<file path="config.mk">
export PLATFORM = sky130hd
export DESIGN_NAME = gametank_clock_enables_flat
export DESIGN_NICKNAME = d
export VERILOG_FILES = /design/src/rtl/gametank_clk_pkg.sv /design/src/rtl/gametank_clock_enables_if.sv /design/src/rtl/gametank_clock_enables_accum.sv /design/src/rtl/gametank_clock_enables.sv /design/src/flat_wrapper.sv
export SDC_FILE = /design/constraint.sdc
export NUM_CORES = 1
export LEC_CHECK = 0
export CAP_MARGIN = 20
export CORE_ASPECT_RATIO = 1.2
export CORE_MARGIN = 1.5
export CORE_UTILIZATION = 50
export CTS_BUF_LIST = sky130_fd_sc_hd__clkbuf_2 sky130_fd_sc_hd__clkbuf_4 sky130_fd_sc_hd__clkbuf_8
export DETAILED_ROUTE_END_ITERATION = 10
export GPL_TIMING_DRIVEN = 0
export PLACE_DENSITY = 0.74
export SETUP_SLACK_MARGIN = 0.05
export SYNTH_ARGS = -nofsm -noshare
export SYNTH_HDL_FRONTEND = slang
export SYNTH_SLANG_ARGS = --single-unit
</file>
<file path="constraint.sdc">
create_clock -name clk -period 8 [get_ports clk]
set_clock_uncertainty 0.1 [all_clocks]
set_input_delay 1.6 -clock clk [delete_from_list [all_inputs] [get_ports clk]]
set_output_delay 1.6 -clock clk [all_outputs]
set_load 0.02 [all_outputs]
</file>
<file path="src/rtl/gametank_clk_pkg.sv">
// gametank_clk_pkg
// Shared definitions for the GameTank clock-enable block:
//   - sequencer FSM state encoding
//   - default fractional NUM/DEN pairs for the CPU and audio enables
//   - nominal clk frequency of the PLL divided output
//   - helper that sizes a phase accumulator for a given modulus
package gametank_clk_pkg;

    // Nominal frequency of the PLL divided output that clocks the block.
    localparam int CLK_FREQ_HZ = 21600000;

    // CPU enable: 3.579545 MHz out of 21.6 MHz.
    localparam int CPU_NUM_DEFAULT = 3579545;
    localparam int CPU_DEN_DEFAULT = CLK_FREQ_HZ;

    // Audio enable: 14 kHz out of 21.6 MHz.
    localparam int AUX_NUM_DEFAULT = 14000;
    localparam int AUX_DEN_DEFAULT = CLK_FREQ_HZ;

    // Reset sequencer states.
    typedef enum logic [1:0] {
        ST_WAIT_LOCK = 2'd0,
        ST_STRETCH   = 2'd1,
        ST_RUN       = 2'd2
    } seq_state_t;

    // An accumulator holds values below DEN, and acc + NUM stays below
    // 2*DEN, so one bit above $clog2(DEN) is enough for the sum.
    function automatic int acc_width(input int den);
        return $clog2(den) + 1;
    endfunction

endpackage

</file>
<file path="src/rtl/gametank_clock_enables_if.sv">
// gametank_clock_enables_if
// Bundles the lock input, halt handshake and generated enables/reset of
// the GameTank clock-enable block.
//   pll_lock  : PLL lock, asynchronous to clk (master -> slave)
//   halt_req  : level request to freeze ce_cpu (master -> slave)
//   halt_ack  : ce_cpu is frozen (slave -> master)
//   sys_reset : synchronous active-high reset for downstream logic
//   ce_cpu    : one-cycle CPU enable pulse
//   ce_aux    : one-cycle auxiliary (audio) enable pulse
// The slave modport is the clock-enable block; the master is its user.
interface gametank_clock_enables_if;
    import gametank_clk_pkg::*;

    logic pll_lock;
    logic halt_req;
    logic halt_ack;
    logic sys_reset;
    logic ce_cpu;
    logic ce_aux;

    modport master (
        output pll_lock,
        output halt_req,
        input  halt_ack,
        input  sys_reset,
        input  ce_cpu,
        input  ce_aux
    );

    modport slave (
        input  pll_lock,
        input  halt_req,
        output halt_ack,
        output sys_reset,
        output ce_cpu,
        output ce_aux
    );

endinterface

</file>
<file path="src/rtl/gametank_clock_enables_accum.sv">
// frac_ce_accum
// Fractional phase accumulator producing a registered one-cycle enable
// at an average rate of clk*NUM/DEN. Pulse spacing is always floor or
// ceil of DEN/NUM cycles.
//   clk    : block clock
//   clr    : synchronous clear of phase and enable (held while not running)
//   ce_out : one-cycle enable, issued the cycle after an overflow
module frac_ce_accum
    import gametank_clk_pkg::*;
#(
    parameter int NUM = 3,
    parameter int DEN = 10
) (
    input  logic clk,
    input  logic clr,
    output logic ce_out
);

    localparam int ACC_W = acc_width(DEN);

    logic [ACC_W-1:0] acc;
    logic [ACC_W-1:0] sum;

    assign sum = acc + ACC_W'(NUM);

    // Each running cycle advances the phase by NUM. Crossing DEN wraps
    // the phase and schedules an enable pulse for the following cycle.
    // Clearing puts both the phase and any pending pulse back to zero so
    // a fresh run always starts from the same grid.
    always_ff @(posedge clk) begin
        if (clr) begin
            acc    <= '0;
            ce_out <= 1'b0;
        end else if (sum >= ACC_W'(DEN)) begin
            acc    <= sum - ACC_W'(DEN);
            ce_out <= 1'b1;
        end else begin
            acc    <= sum;
            ce_out <= 1'b0;
        end
    end

endmodule

</file>
<file path="src/rtl/gametank_clock_enables.sv">
// gametank_clock_enables
// Sits behind the GameTank system PLL in its 21.6 MHz domain. Turns PLL
// lock into a stretched synchronous system reset, generates fractional
// CPU and auxiliary clock-enable pulses, and lets DMA/blitter logic halt
// the CPU enable on a CPU-cycle boundary.
//   clk   : 21.6 MHz PLL divided output
//   reset : synchronous active-high reset
//   bus   : pll_lock/halt_req in, halt_ack/sys_reset/ce_cpu/ce_aux out
module gametank_clock_enables
    import gametank_clk_pkg::*;
#(
    parameter int CPU_NUM      = CPU_NUM_DEFAULT,
    parameter int CPU_DEN      = CPU_DEN_DEFAULT,
    parameter int AUX_NUM      = AUX_NUM_DEFAULT,
    parameter int AUX_DEN      = AUX_DEN_DEFAULT,
    parameter int RESET_CYCLES = 1024
) (
    input  logic clk,
    input  logic reset,
    gametank_clock_enables_if.slave bus
);

    localparam int CNT_W = (RESET_CYCLES > 1) ? $clog2(RESET_CYCLES) : 1;
    localparam logic [CNT_W-1:0] CNT_LAST = CNT_W'(RESET_CYCLES - 1);

    logic             lock_meta;
    logic             lock_s;
    seq_state_t       state;
    logic [CNT_W-1:0] stretch_cnt;
    logic             sys_reset_q;
    logic             halt_ack_q;
    logic             run_next;
    logic             accum_clr;
    logic             cpu_ce_raw;
    logic             aux_ce_raw;

    // Two-flop synchronizer bringing the asynchronous PLL lock into clk.
    always_ff @(posedge clk) begin
        if (reset) begin
            lock_meta <= 1'b0;
            lock_s    <= 1'b0;
        end else begin
            lock_meta <= bus.pll_lock;
            lock_s    <= lock_meta;
        end
    end

    // Reset sequencer. After lock, sys_reset is held for RESET_CYCLES
    // cycles in STRETCH before releasing in RUN. Losing lock anywhere
    // drops back to WAIT_LOCK with the stretch counter cleared, so a
    // glitchy lock always restarts the full stretch.
    always_ff @(posedge clk) begin
        if (reset) begin
            state       <= ST_WAIT_LOCK;
            stretch_cnt <= '0;
            sys_reset_q <= 1'b1;
        end else begin
            case (state)
                ST_WAIT_LOCK: begin
                    sys_reset_q <= 1'b1;
                    if (lock_s) begin
                        state       <= ST_STRETCH;
                        stretch_cnt <= '0;
                    end
                end
                ST_STRETCH: begin
                    if (!lock_s) begin
                        state       <= ST_WAIT_LOCK;
                        stretch_cnt <= '0;
                        sys_reset_q <= 1'b1;
                    end else if (stretch_cnt == CNT_LAST) begin
                        state       <= ST_RUN;
                        stretch_cnt <= '0;
                        sys_reset_q <= 1'b0;
                    end else begin
                        stretch_cnt <= stretch_cnt + CNT_W'(1);
                        sys_reset_q <= 1'b1;
                    end
                end
                ST_RUN: begin
                    if (!lock_s) begin
                        state       <= ST_WAIT_LOCK;
                        sys_reset_q <= 1'b1;
                    end else begin
                        sys_reset_q <= 1'b0;
                    end
                end
                default: begin
                    state       <= ST_WAIT_LOCK;
                    stretch_cnt <= '0;
                    sys_reset_q <= 1'b1;
                end
            endcase
        end
    end

    // The accumulators and handshake look one cycle ahead at whether the
    // sequencer stays in RUN, so on lock loss the enables and halt_ack
    // clear on the very edge where sys_reset rises.
    assign run_next  = (state == ST_RUN) && lock_s && !reset;
    assign accum_clr = !run_next;

    frac_ce_accum #(
        .NUM (CPU_NUM),
        .DEN (CPU_DEN)
    ) u_cpu_accum (
        .clk    (clk),
        .clr    (accum_clr),
        .ce_out (cpu_ce_raw)
    );

    frac_ce_accum #(
        .NUM (AUX_NUM),
        .DEN (AUX_DEN)
    ) u_aux_accum (
        .clk    (clk),
        .clr    (accum_clr),
        .ce_out (aux_ce_raw)
    );

    // Halt handshake. A pending request lets the next CPU pulse through
    // and acknowledges on the following cycle, so the CPU always stops
    // on a cycle boundary. Dropping the request releases the ack on the
    // next cycle; the CPU accumulator never stops, so pulses resume on
    // the original phase grid without replaying missed ones.
    always_ff @(posedge clk) begin
        if (!run_next) begin
            halt_ack_q <= 1'b0;
        end else if (!bus.halt_req) begin
            halt_ack_q <= 1'b0;
        end else if (cpu_ce_raw) begin
            halt_ack_q <= 1'b1;
        end
    end

    assign bus.sys_reset = sys_reset_q;
    assign bus.halt_ack  = halt_ack_q;
    assign bus.ce_cpu    = cpu_ce_raw & ~halt_ack_q;
    assign bus.ce_aux    = aux_ce_raw;

endmodule

</file>
<file path="src/flat_wrapper.sv">
// flat-port wrapper written by rule: the top's interface ports become plain ports
module gametank_clock_enables_flat import gametank_clk_pkg::*;
#(
    parameter int CPU_NUM      = CPU_NUM_DEFAULT,
    parameter int CPU_DEN      = CPU_DEN_DEFAULT,
    parameter int AUX_NUM      = AUX_NUM_DEFAULT,
    parameter int AUX_DEN      = AUX_DEN_DEFAULT,
    parameter int RESET_CYCLES = 1024
)
  (clk, reset, bus_pll_lock, bus_halt_req, bus_halt_ack, bus_sys_reset, bus_ce_cpu, bus_ce_aux);
  gametank_clock_enables_if bus_i ();
  input  logic clk;
  input  logic reset;
  input wire logic [$bits(bus_i.pll_lock)-1:0] bus_pll_lock;
  input wire logic [$bits(bus_i.halt_req)-1:0] bus_halt_req;
  output wire logic [$bits(bus_i.halt_ack)-1:0] bus_halt_ack;
  output wire logic [$bits(bus_i.sys_reset)-1:0] bus_sys_reset;
  output wire logic [$bits(bus_i.ce_cpu)-1:0] bus_ce_cpu;
  output wire logic [$bits(bus_i.ce_aux)-1:0] bus_ce_aux;
  assign bus_i.pll_lock = bus_pll_lock;
  assign bus_i.halt_req = bus_halt_req;
  assign bus_halt_ack = bus_i.halt_ack;
  assign bus_sys_reset = bus_i.sys_reset;
  assign bus_ce_cpu = bus_i.ce_cpu;
  assign bus_ce_aux = bus_i.ce_aux;
  gametank_clock_enables #(.CPU_NUM(CPU_NUM), .CPU_DEN(CPU_DEN), .AUX_NUM(AUX_NUM), .AUX_DEN(AUX_DEN), .RESET_CYCLES(RESET_CYCLES)) u_core (.clk(clk), .reset(reset), .bus(bus_i));
endmodule
</file>
==> results.txt <==
DR pass1 iterations -> 5
Rows -> 39
count of nets after finishing -> 644
total power -> 0.0006204 W
Worst Path Arrival -> 4.39 ns
hold depth -> 1
max_slew headroom -> 0.4868
post-route ant nets -> 0
final core utilization -> 0.5514
critical path capture point type -> flip-flop
Reg2Reg Capture Point -> u_core.u_cpu_accum.acc[14]
post-CTS setup buffers -> 0
Layout Area Growth over Synthesis -> 8.223%
Worst Tran Pin Value -> 0.7670 ns
vias -> 4544
aggregate global routing overflow -> 0
Sw Share -> 0.2707
FFs w/ async S/R, synth -> 0
Power Dens Cells -> 118.9 nW/um2
Reg clk slew, reported paths -> 0.08 ns
non-filler cells, final -> 758
CP max FO -> 10
Post-CTS Hold Fix Bufs -> 0
Netlist cell types -> 80
fmax -> 0.2342 GHz
number of diodes -> 0
vias in the first global route -> 4394
largest net degree at the start of global routing -> 15
setup_tns -> 0 ns
Synth Instances -> 613
multi-input logic area -> 3303 um2
Reg power frac -> 0.534
Starting DRT DRC Count -> 267
post-synthesis sequential area ratio -> 0.2739
Reg area -> 1321 um2
EDFF count, synth -> 0
I/O pin cnt -> 8
worst r2r src -> u_core.u_cpu_accum.acc[0]
Final Hold Fails -> 0
syn nets -> 627
RSZ-0062 raised after global routing -> no
Hold Path Sink -> u_core.lock_s
Final Cycle Share -> 0.5338
DIE AREA -> 10250 um2
cts bufs inserted -> 9
required time of the critical path -> 8.12 ns
area of the core -> 9467 um2
Final min period -> 4.271 ns
wire per inst -> 15.71 um
# fillers -> 936
CP Launch Type -> flip-flop
average size of a mapped cell -> 7.868 um2
r2r worst-path depth -> 14
YS warnings -> 0
total number of H-tree levels -> 3
HP Class -> flip-flop to flip-flop
first-pass GRT wire length -> 20.13 mm
clk_lat worst skew -> 0.37 ns
endpoints failing setup -> 0
placed insts -> 742
PortBufs -> 6
worst reg-to-reg setup slack -> 3.73 ns
# DRC -> 0
post_cts resized -> 0
internal power -> 0.0004525 W
Pleak -> 1.952 nW
initial antenna violation count -> 0
hold_sp -> u_core.lock_meta
critical path class -> flip-flop to flip-flop
Starting Density -> 0.5095
CTS root buffer -> clkbuf_8
HPWL after DPL -> 8.640 mm
share of layout cells above drive strength 1 -> 0.09606
prevailing post-synth register cell -> dfxtp_1
Slew Viols, Final -> 0
die height -> 110.6 um
Die W -> 92.66 um
most common cell after layout, fill and taps aside -> nor2_1
Clock Sink Count -> 66
Via density -> 5.995
commonest non-fill, non-tap cells in the layout -> nor2_1, dfxtp_1, nand2_1, xnor2_1, a21oi_1
Routed WL -> 11.91 mm
Logic pwr share -> 0.020
P_sw -> 0.0001679 W
#FFs+latches synth -> 66
Max Cap Violations -> 0
routability cong. -> 0.9347
Synth Cell Area -> 4823 um2
worst vdd ir -> 0.08412 mV
CTS tree -> yes
clk buf depth -> 2
gr usage total -> 0.2415
status -> finished clean
clock share of power -> 0.446
[synth_stat cells, drive strengths merged, types with 8 or more instances]
cell type / n / area share
nand4: 13 / 0.017
nor3: 18 / 0.021
ha: 10 / 0.026
o211ai: 14 / 0.024
dfxtp: 66 / 0.27
inv: 12 / 0.0093
a21oi: 43 / 0.045
nor2: 70 / 0.055
buf: 14 / 0.016
a211oi: 9 / 0.019
clkbuf: 20 / 0.016
and2: 9 / 0.012
and3: 9 / 0.012
a21o: 8 / 0.012
xnor2: 44 / 0.080
nand3: 23 / 0.025
nor2b: 9 / 0.012
o31ai: 9 / 0.015
or2: 10 / 0.013
o21ai: 28 / 0.031
or3: 9 / 0.012
xor2: 24 / 0.044
a31oi: 8 / 0.012
nand2: 44 / 0.034
[through the flow]
| stage | cell area (um2) | setup WS, ns | hold WS [ns] |
|---|---|---|---|
| 3_3_place_gp | 5037 | 3.859 | 0.3219 |
| 3_5_place_dp | 5037 | 3.819 | 0.3270 |
| 6_report | 5220 | 3.729 | 0.3503 |
| 5_1_grt | 5220 | 3.437 | 0.3748 |
| 4_1_cts | 5220 | 3.778 | 0.3478 |
| 2_1_floorplan | 4823 | 4.295 | 0.3138 |
[worst max-delay path by stage]
stage | start | to | depth (start not counted)
after CTS | u_core.u_cpu_accum.acc[0] | u_core.u_cpu_accum.acc[14] | 14
after floorplan | u_core.u_cpu_accum.acc[0] | u_core.u_cpu_accum.acc[20] | 14
after global placement | u_core.u_cpu_accum.acc[0] | u_core.u_cpu_accum.acc[20] | 14
final | u_core.u_cpu_accum.acc[0] | u_core.u_cpu_accum.acc[14] | 14
after global routing | u_core.u_aux_accum.acc[4] | u_core.u_aux_accum.acc[17] | 14
after detailed placement | u_core.u_cpu_accum.acc[0] | u_core.u_cpu_accum.acc[14] | 14
[kinds of logic after synthesis]
group / count (synthesis) / share of synthesized area
multiplexers: 7 / 0.01608
adder cells (fa/ha/maj): 10 / 0.02594
XOR/XNOR: 68 / 0.1235
buffers and inverters: 46 / 0.04124
flip-flops: 66 / 0.2739
AND/OR/NAND/NOR: 248 / 0.2690
AO/OA/AOI/OAI: 168 / 0.2503
[final cells by class]
type | count | share of cell area
Clock inverter | 7 | 0.01127
Multi-Input combinational cell | 501 | 0.6328
Buffer | 34 | 0.02948
Inverter | 12 | 0.008629
Clock buffer | 9 | 0.02373
Timing Repair Buffer | 6 | 0.01151
Tap cell | 123 | 0.02948
Sequential cell | 66 | 0.2531
[power groups by stage]
stage | Clock [W] | Combinational [W] | Sequential, W
floorplan | 0 | 0.00000909 | 0.000339
global placement | 0 | 0.0000121 | 0.000339
detailed placement | 0 | 0.0000126 | 0.000339
CTS | 0.000282 | 0.0000127 | 0.000331
global route | 0.000293 | 0.0000143 | 0.000332
finish | 0.000277 | 0.0000126 | 0.000331
[worst max-delay path: stages, from the launching register on]
cell and delay, ns:
dfxtp_1 0.36, ha_1 0.32, a211o_1 0.37, a31oi_1 0.26
xnor2_1 0.20, ha_1 0.29, nand2b_1 0.08, mux2_4 0.28
a21o_1 0.22, a211o_1 0.38, a2111oi_4 0.58, nor2_2 0.11
buf_4 0.21, nor4_1 0.28, nor3_1 0.08
[state kept, by name (all words and copies together) (netlist names)]
register                   flops
u_core.state                   2
u_core.u_cpu_accum.acc        26
u_core.lock_s                  1
u_core.u_cpu_accum.ce_out      1
u_core.stretch_cnt            10
u_core.bus.halt_ack            1
u_core.lock_meta               1
u_core.bus.sys_reset           1
u_core.u_aux_accum.ce_out      1
u_core.u_aux_accum.acc        22
[layer usage]
metal / vias up / track usage / part of all wire / wire (um)
met5: - / 0 / 0 / 0
met4: 0 / 0.1263 / 0.034 / 403
met3: 35 / 0.03030 / 0.032 / 379
met2: 96 / 0.4275 / 0.51 / 6123
met1: 2143 / 0.2791 / 0.42 / 5005
li1: 2270 / - / - / -
No activity file was read; power rests on OpenSTA's default activity.
